--- src/rtl/fsmc_write_rx.sv ---
// FSMC write receiver: synchronizes the MCU write strobe, filters glitches,
// and routes command words to cmd_code and data words into a FWFT FIFO.
//
// Ports:
//   clk_80mhz, rst_n       - single clock, async active-low reset
//   fsmc_nwe/cle/d_in      - asynchronous FSMC write-side pins (input only)
//   wr_data/valid/ready    - FWFT FIFO head and pop handshake
//   cmd_code, cmd_strobe   - last command word and its one-cycle update pulse
//   fifo_level, overflow   - words held and sticky drop flag
//   ovf_clear              - clears overflow (a same-cycle set wins)
module fsmc_write_rx #(
    parameter int unsigned FIFO_DEPTH = 16,
    parameter logic [15:0] FLUSH_CMD  = 16'hC1EA
) (
    input  logic                          clk_80mhz,
    input  logic                          rst_n,
    input  logic                          fsmc_nwe,
    input  logic                          fsmc_cle,
    input  logic [15:0]                   fsmc_d_in,
    output logic [15:0]                   wr_data,
    output logic                          wr_valid,
    input  logic                          wr_ready,
    output logic [15:0]                   cmd_code,
    output logic                          cmd_strobe,
    output logic [$clog2(FIFO_DEPTH):0]   fifo_level,
    output logic                          overflow,
    input  logic                          ovf_clear
);

    localparam int unsigned AW = $clog2(FIFO_DEPTH);
    localparam int unsigned LW = AW + 1;

    typedef enum logic [1:0] {
        IDLE,
        LOW,
        COMMIT
    } state_t;

    // Synchronizers: all three paths share the same depth so data and
    // cle stay aligned with the strobe they belong to.
    logic [1:0]  nwe_sync;
    logic [1:0]  cle_sync;
    logic [15:0] d_sync1;
    logic [15:0] d_sync2;
    logic        nwe_s;
    logic        cle_s;
    logic [15:0] d_s;

    always_ff @(posedge clk_80mhz or negedge rst_n) begin
        if (!rst_n) begin
            nwe_sync <= 2'b11;
            cle_sync <= 2'b00;
            d_sync1  <= '0;
            d_sync2  <= '0;
        end else begin
            nwe_sync <= {nwe_sync[0], fsmc_nwe};
            cle_sync <= {cle_sync[0], fsmc_cle};
            d_sync1  <= fsmc_d_in;
            d_sync2  <= d_sync1;
        end
    end

    assign nwe_s = nwe_sync[1];
    assign cle_s = cle_sync[1];
    assign d_s   = d_sync2;

    // Strobe FSM
    state_t      state;
    logic [1:0]  low_cnt;
    logic        cle_l;
    logic [15:0] d_l;

    always_ff @(posedge clk_80mhz or negedge rst_n) begin
        if (!rst_n) begin
            state      <= IDLE;
            low_cnt    <= '0;
            cle_l      <= 1'b0;
            d_l        <= '0;
            cmd_code   <= '0;
            cmd_strobe <= 1'b0;
        end else begin
            cmd_strobe <= 1'b0;
            unique case (state)
                IDLE: begin
                    if (!nwe_s) begin
                        state   <= LOW;
                        low_cnt <= '0;
                    end
                end
                LOW: begin
                    // Keep sampling until the strobe rises; the word
                    // committed is the last one seen while still in LOW.
                    d_l   <= d_s;
                    cle_l <= cle_s;
                    if (low_cnt != 2'd3) begin
                        low_cnt <= low_cnt + 2'd1;
                    end
                    if (nwe_s) begin
                        // Too short a low phase is treated as a glitch.
                        state <= (low_cnt >= 2'd2) ? COMMIT : IDLE;
                    end
                end
                COMMIT: begin
                    state <= IDLE;
                    if (cle_l) begin
                        cmd_code   <= d_l;
                        cmd_strobe <= 1'b1;
                    end
                end
                default: begin
                    state <= IDLE;
                end
            endcase
        end
    end

    // Commit decode
    logic commit;
    logic cmd_commit;
    logic data_commit;
    logic flush;
    logic full;
    logic pop;
    logic push;
    logic drop;

    assign commit      = (state == COMMIT);
    assign cmd_commit  = commit & cle_l;
    assign data_commit = commit & ~cle_l;
    assign flush       = cmd_commit & (d_l == FLUSH_CMD);

    assign full = (fifo_level == LW'(FIFO_DEPTH));
    assign pop  = wr_valid & wr_ready;
    // A pop in the same cycle frees the slot, so a full FIFO still accepts.
    assign push = data_commit & (~full | pop);
    assign drop = data_commit & full & ~pop;

    // FIFO storage
    logic [15:0]   mem [FIFO_DEPTH];
    logic [AW-1:0] wr_ptr;
    logic [AW-1:0] rd_ptr;

    always_ff @(posedge clk_80mhz) begin
        if (push) begin
            mem[wr_ptr] <= d_l;
        end
    end

    always_ff @(posedge clk_80mhz or negedge rst_n) begin
        if (!rst_n) begin
            wr_ptr     <= '0;
            rd_ptr     <= '0;
            fifo_level <= '0;
        end else if (flush) begin
            // Flush outranks any pop requested this cycle.
            rd_ptr     <= wr_ptr;
            fifo_level <= '0;
        end else begin
            if (push) begin
                wr_ptr <= wr_ptr + AW'(1);
            end
            if (pop) begin
                rd_ptr <= rd_ptr + AW'(1);
            end
            if (push && !pop) begin
                fifo_level <= fifo_level + LW'(1);
            end else if (pop && !push) begin
                fifo_level <= fifo_level - LW'(1);
            end
        end
    end

    always_ff @(posedge clk_80mhz or negedge rst_n) begin
        if (!rst_n) begin
            overflow <= 1'b0;
        end else begin
            overflow <= drop | (overflow & ~ovf_clear);
        end
    end

    assign wr_valid = (fifo_level != '0);
    assign wr_data  = wr_valid ? mem[rd_ptr] : 16'h0000;

endmodule

--- config.mk ---
export PLATFORM = sky130hd
export DESIGN_NAME = fsmc_write_rx
export DESIGN_NICKNAME = d
export VERILOG_FILES = /design/src/rtl/fsmc_write_rx.sv
export SDC_FILE = /design/constraint.sdc
export NUM_CORES = 1
export LEC_CHECK = 0
export ABC_AREA = 1
export CAP_MARGIN = 0
export CORE_MARGIN = 2
export CORE_UTILIZATION = 50
export DETAILED_ROUTE_END_ITERATION = 10
export PLACE_DENSITY = 0.68
export SLEW_MARGIN = 20
export SYNTH_ARGS = -nofsm -noshare
export SYNTH_HDL_FRONTEND = slang
export SYNTH_SLANG_ARGS = --single-unit
--- constraint.sdc ---
create_clock -name clk_80mhz -period 4.3 [get_ports clk_80mhz]
set_clock_uncertainty 0.1 [all_clocks]
set_input_delay 1.075 -clock clk_80mhz [delete_from_list [all_inputs] [get_ports clk_80mhz]]
set_output_delay 1.075 -clock clk_80mhz [all_outputs]
set_load 0.05 [all_outputs]
==> flow_summary_export.csv, run 1 <==
group,metric,value,unit
status,status,"finished clean",
drt,wl_met3,2060,µm
sta,rsz0062_at_grt,"no",
critical_path,critPathLaunchType,"register",
placement,place_area,0.0148,mm²
sta,finalSetupTns,0,ns
global_routing,grt-ovfl-total,0,
cts,numCtsBuffers,35,
synthesis,synth.avg_cell_area,11.8,µm²
cts,clk_pin_slew,0.06,ns
floorplan,row_count,60,
floorplan,start_util,50.6,%
floorplan,fp.dieW,169,µm
critical_path,end_kind,"primary output",
final_layout,design_area,0.0159,mm²
sta,max_slew.worst_pin.slew,0.972,ns
synthesis,netlist_area,0.0136,mm²
final_layout,final_common_cell,"nand2_1",
final_layout,final_nets,1261,
cts,cts_setup_buffers,0,
floorplan,die_y,169,µm
cts,insertion_delay,0.51,ns
global_routing,grt_start_max_net_pins,132,
final_layout,most-common-layout-cells,"nand2_1, edfxtp_1, nand3_1",
synthesis,syn_nets,1185,
global_routing,track_usage,22.9,%
sta,post-route-period-util,89.2,%
cts,ctsRootBufferMaster,"clkbuf_16",
drt,dr.first_iter.drc_count,890,
synthesis,synth_cell_types,32,
synthesis,syn_inst,1151,
cts,cts-resized-gates,0,
floorplan,coreArea,0.0268,mm²
cts,hold_buffers,0,
sta,finalHoldViolCount,0,
global_routing,grt_pass1_wl,49100,µm
sta,min_period,3.83,ns
synthesis,ys_seq_elements,344,
final_layout,fillCellCount,2147,
drt,met1_length,13400,µm
global_routing,antenna_found_initial,0,
sta,slew_headroom,35.2,%
floorplan,ios,62,
critical_path,cp.arrival,2.66,ns
drt,drt_wl_total,31700,µm
drt,vias_per_cell,5.52,
placement,dp_hpwl,18900,µm
sta,slew_violations,0,
final_layout,seq_area,0.00990,mm²
sta,setup_viol,0,
critical_path,critical_path_required,3.12,ns
drt,num_vias,8799,
cts,htree_levels,2,
synthesis,yosysSeqAreaShare,73.0,%
drt,routed-wl-met2,15200,µm
power_and_ir_drop,p_per_area,747,mW/mm²
sta,max_freq,261,MHz
placement,gp_congestion,0.787,
drt,avgRoutedWirePerCell,19.9,µm
floorplan,dieArea,0.0284,mm²
final_layout,diodes,0,
final_layout,drive_above_1_share,9.66,%
power_and_ir_drop,vdd_drop_max,0.000485,V
job,drv_cap,0,
cts,cts_tree,"built",
critical_path,crit_fanout,28,
drt,detail_route.drc_violations,0,
global_routing,grt_pass1_vias,8681,
cts,cts_buffer_depth,3,
power_and_ir_drop,leakage,6.20,nW
placement,io_buffers,61,
synthesis,ys.warnings.count,0,
drt,first_pass_iters,6,
final_layout,multi_input_area,0.00324,mm²
critical_path,critical_path_class,"reg -> out",
cts,cts.sinks,344,
final_layout,synthToLayoutAreaGrowth,17.5,%
drt,top_layer,"met4",
hold_path,hold_path_class,"reg -> reg",
drt,final_antenna_net_count,0,
## synth_stat cells (all sizes together)
library cell / instances / area, µm²
clkbuf: 22 / 82.6
o211ai: 3 / 22.5
dfrtp: 86 / 2150
nand3: 148 / 756
dfstp: 2 / 52.6
nor3: 5 / 30.0
a31oi: 1 / 6.26
o21bai: 1 / 7.51
inv: 38 / 143
nor2: 59 / 224
o21ai: 44 / 220
nand4: 4 / 25.0
a21oi: 49 / 249
fa: 1 / 20.0
ha: 11 / 138
o31ai: 16 / 120
edfxtp: 256 / 7690
mux2: 1 / 11.3
nand2: 360 / 1350
o22ai: 1 / 6.26
xor2: 6 / 52.6
buf: 37 / 195
## cell type report
class	count	area share [%]
flip-flops and latches	344	62.1
clock buffers	46	6.09
inverters	38	0.904
clock inverters	16	0.927
repair buffers	98	6.88
multi-input cells	710	20.4
well taps	341	2.68
## critical path: stages (launching register included)
cell and delay, ns:
dfrtp_4 0.50, clkinv_2 0.28, buf_4 0.38, nand2_1 0.10, nand3_1 0.08, nand2_1 0.06
a21oi_1 0.14, o31ai_1 0.11, a21oi_1 0.30, buf_12 0.19
## flip-flops by register name (all words and copies together) (netlist names), 4 cells and up
signal	cells
mem	256
cmd_code	16
d_l	16
d_s	16
d_sync1	16
fifo_level	5
rd_ptr	4
wr_ptr	4
## through the flow
step | hold slack (ns) | worst slack (ns) | power [W] | std cells | util [%]
6_report | 0.239 | 0.466 | 0.0119 | 1593 | 59.4
2_1_floorplan | 0.231 | 0.858 | 0.00710 | 1151 | -
5_1_grt | 0.250 | 0.328 | 0.0125 | 1593 | 59.4
3_5_place_dp | 0.235 | 1.02 | 0.00900 | 1531 | 55.3
4_1_cts | 0.242 | 0.447 | 0.0119 | 1593 | 59.4
3_3_place_gp | 0.232 | 1.03 | 0.00896 | 1531 | 55.3
## per-layer routing
metal	vias to the layer above	global-route usage, %
li1	4119	-
met1	4298	31.3
met2	322	37.5
met3	60	3.60
met4	0	8.28
met5	-	0
## power breakdown
group          switching, W  internal [W]
logic               0.00295       0.00160
registers          0.000412       0.00398
clock network       0.00119       0.00176
total               0.00455       0.00734
## kinds of logic (layout without fill, tap and decap cells)
family                   count (synthesis)  in the layout  synth area share [%]
flip-flops                             344            344                  73.0
AND/OR/NAND/NOR                        576            576                  17.6
buffers and inverters                   97            198                  3.10
multiplexers                             1              1                0.0831
AO/OA/AOI/OAI                          115            115                  4.66
adder cells (fa/ha/maj)                 12             12                  1.16
XOR/XNOR                                 6              6                 0.388
## path summary, 6_finish.rpt
kind	startpoint	end	depth (start not counted)	slack (ns)
worst max-delay path	rd_ptr[0]	wr_data[14]	9	0.47
worst min-delay path	d_sync1[7]	d_s[7]	0	0.24
worst max register to register	fifo_level[1]	fifo_level[4]	11	1.84
worst min register to register	d_sync1[7]	d_s[7]	0	0.24
max in group asynchronous	rst_n	d_s[0]	2	2.72
min in group asynchronous	rst_n	fifo_level[2]	1	0.62
No activity file was read; power rests on OpenSTA's default activity.
==> run 2: changes to the inputs <==
Settings changed: CORE_MARGIN 2 to 3, SETUP_SLACK_MARGIN from default to 0.15.
==> run 2 against run 1 <==
Compared with the run above:
- die area is 2.4% higher
- sequential share of layout area is 0.16 points higher
- core utilization is 0.85 points higher
- register-to-register slack worse by 0.03 ns
- sequential cell count stayed put
- sequential power hardly changed
- fmax is 4.3% lower
- final cell count is 0.63% lower
- global-route usage is 0.46 points lower
- routed wire length is 2.0% higher
- cell area is 0.26% lower
- critical endpoint is now wr_data[2]
- largest power group unchanged
- highest routed layer unchanged
==> flow_summary_export.csv, run 2 (synthesis results as in run 1) <==
group,metric,value,unit
job,drv_cap,0,
drt,first_pass_iters,5,
global_routing,grt-ovfl-total,0,
drt,avgRoutedWirePerCell,20.4,µm
hold_path,hold_path_class,"reg -> reg",
cts,hold_buffers,0,
critical_path,critical_path_required,3.12,ns
final_layout,final_nets,1255,
drt,detail_route.drc_violations,0,
global_routing,antenna_found_initial,0,
final_layout,largest_reg_flops,256,
placement,io_buffers,61,
sta,finalHoldViolCount,0,
final_layout,top_register,"mem",
power_and_ir_drop,combPwrFrac,38.4,%
power_and_ir_drop,switchingPower,0.00463,W
final_layout,final_common_cell,"nand2_1",
cts,ctsRootBufferMaster,"clkbuf_16",
final_layout,fillCellCount,2038,
drt,num_vias,8910,
final_layout,drive_above_1_share,9.38,%
sta,max_slew.worst_pin.slew,0.810,ns
drt,dr.first_iter.drc_count,1092,
power_and_ir_drop,pwr-share-seq,36.6,%
floorplan,dieArea,0.0291,mm²
global_routing,grt_start_max_net_pins,132,
sta,setup_viol,0,
power_and_ir_drop,internal_power,0.00729,W
sta,rsz0062_at_grt,"no",
status,status,"finished clean",
cts,cts_tree,"built",
final_layout,diodes,0,
final_layout,most-common-layout-cells,"nand2_1, edfxtp_1, nand3_1",
floorplan,row_count,59,
floorplan,ios,62,
cts,numCtsBuffers,35,
critical_path,crit_slowest_cell,"dfrtp_4",
cts,cts_buffer_depth,3,
sta,slew_headroom,46.0,%
critical_path,crit_path_frequent_cell,"nand2_1",
global_routing,track_usage,22.4,%
sta,worst_slack,0.295,ns
power_and_ir_drop,vdd_drop_max,0.000603,V
critical_path,slowest_delay,0.49,ns
critical_path,critPathLaunchType,"register",
placement,gp_congestion,0.810,
critical_path,crit_chain,"clkinv_2 -> buf_12 -> nand2_1 -> nand3_1 -> nand3_1 -> nand2_1 -> nand2_1 -> a21oi_1 -> buf_12",
power_and_ir_drop,p_per_area,750,mW/mm²
cts,cts-resized-gates,0,
sta,slew_violations,0,
placement,place_worst_setup_slack,0.881,ns
power_and_ir_drop,leakage,6.18,nW
cts,insertion_delay,0.52,ns
sta,post-route-period-util,93.1,%
critical_path,critical_path_class,"reg -> out",
cts,cts.sinks,344,
sta,finalSetupTns,0,ns
sta,max_freq,250,MHz
power_and_ir_drop,clkPwrFrac,24.9,%
cts,cts_setup_buffers,0,
floorplan,fp.dieW,171,µm
critical_path,cp.arrival,2.83,ns
drt,drt_wl_total,32300,µm
floorplan,die_y,171,µm
floorplan,coreArea,0.0264,mm²
placement,dp_hpwl,18000,µm
power_and_ir_drop,p_sw_share,38.8,%
critical_path,crit_buf_inv,3,
global_routing,grt_pass1_wl,49600,µm
sta,min_period,4.01,ns
critical_path,crit_fanout,71,
critical_path,end_kind,"primary output",
drt,final_antenna_net_count,0,
cts,clk_pin_slew,0.06,ns
global_routing,grt_pass1_vias,8715,
final_layout,synthToLayoutAreaGrowth,17.2,%
drt,vias_per_cell,5.63,
floorplan,start_util,51.4,%
critical_path,crit_family,"buffers and inverters",
cts,htree_levels,2,
-- run 2: cell types whose count changed in the layout (fill, tap and decap cells not counted), sizes merged --
cell | before | now
inv | 37 | 40
bufinv | 3 | 2
buf | 54 | 48
-- run 2: area by class of cell --
cell class	count	area, µm²	area share, %
sequential	344	9900	62.3
multi-input combinational	710	3240	20.4
timing repair buffer	92	1050	6.64
clock buffer	46	982	6.18
tap	335	419	2.64
clock inverter	18	145	0.914
inverter	38	144	0.906
-- run 2: power by group through the flow --
stage | combinational (W) | clock [W] | sequential [W]
2_1_floorplan | 0.00252 | 0 | 0.00459
3_3_place_gp | 0.00452 | 0 | 0.00442
3_5_place_dp | 0.00458 | 0 | 0.00442
4_1_cts | 0.00460 | 0.00302 | 0.00436
5_1_grt | 0.00494 | 0.00314 | 0.00440
6_report | 0.00458 | 0.00297 | 0.00437
-- run 2: per-stage QoR --
step | std cells | util [%] | hold WS, ns | total power, W | instance area, µm²
after floorplan | 1151 | - | 0.231 | 0.00710 | 13600
after global placement | 1519 | 56.0 | 0.232 | 0.00894 | 14800
after detailed placement | 1519 | 56.0 | 0.235 | 0.00900 | 14800
after CTS | 1583 | 60.3 | 0.243 | 0.0120 | 15900
after global routing | 1583 | 60.3 | 0.243 | 0.0125 | 15900
final | 1583 | 60.3 | 0.240 | 0.0119 | 15900
-- run 2: layer usage --
metal  part of all wire [%]  global-route usage, %  vias up
met5                      0                      0        -
met4                    3.9                   9.52        0
met3                    8.7                   4.21      105
met2                     47                   35.8      413
met1                     40                   30.6     4277
li1                       -                      -     4115
-- run 2: final timing paths --
kind,startpoint,end,slack (ns),depth (start not counted)
worst max-delay path,rd_ptr[0],wr_data[2],0.29,9
min in group asynchronous,rst_n,fifo_level[2],0.51,1
worst max register to register,fifo_level[1],fifo_level[4],1.81,11
worst min register to register,d_sync1[12],d_s[12],0.24,0
max in group asynchronous,rst_n,rd_ptr[0],2.99,1
worst min-delay path,d_sync1[12],d_s[12],0.24,0
-- run 2: worst reg2reg max path, stage by stage, from the launching register on --
cell and delay (ns):
dfrtp_1 0.44, nor2_1 0.20, nand3_2 0.19, nand2_2 0.19, nand3_2 0.22, ha_1 0.39, inv_1 0.09, o21bai_1 0.07
a31oi_1 0.24, nand3_1 0.11, nand3_1 0.09, nand2_1 0.05
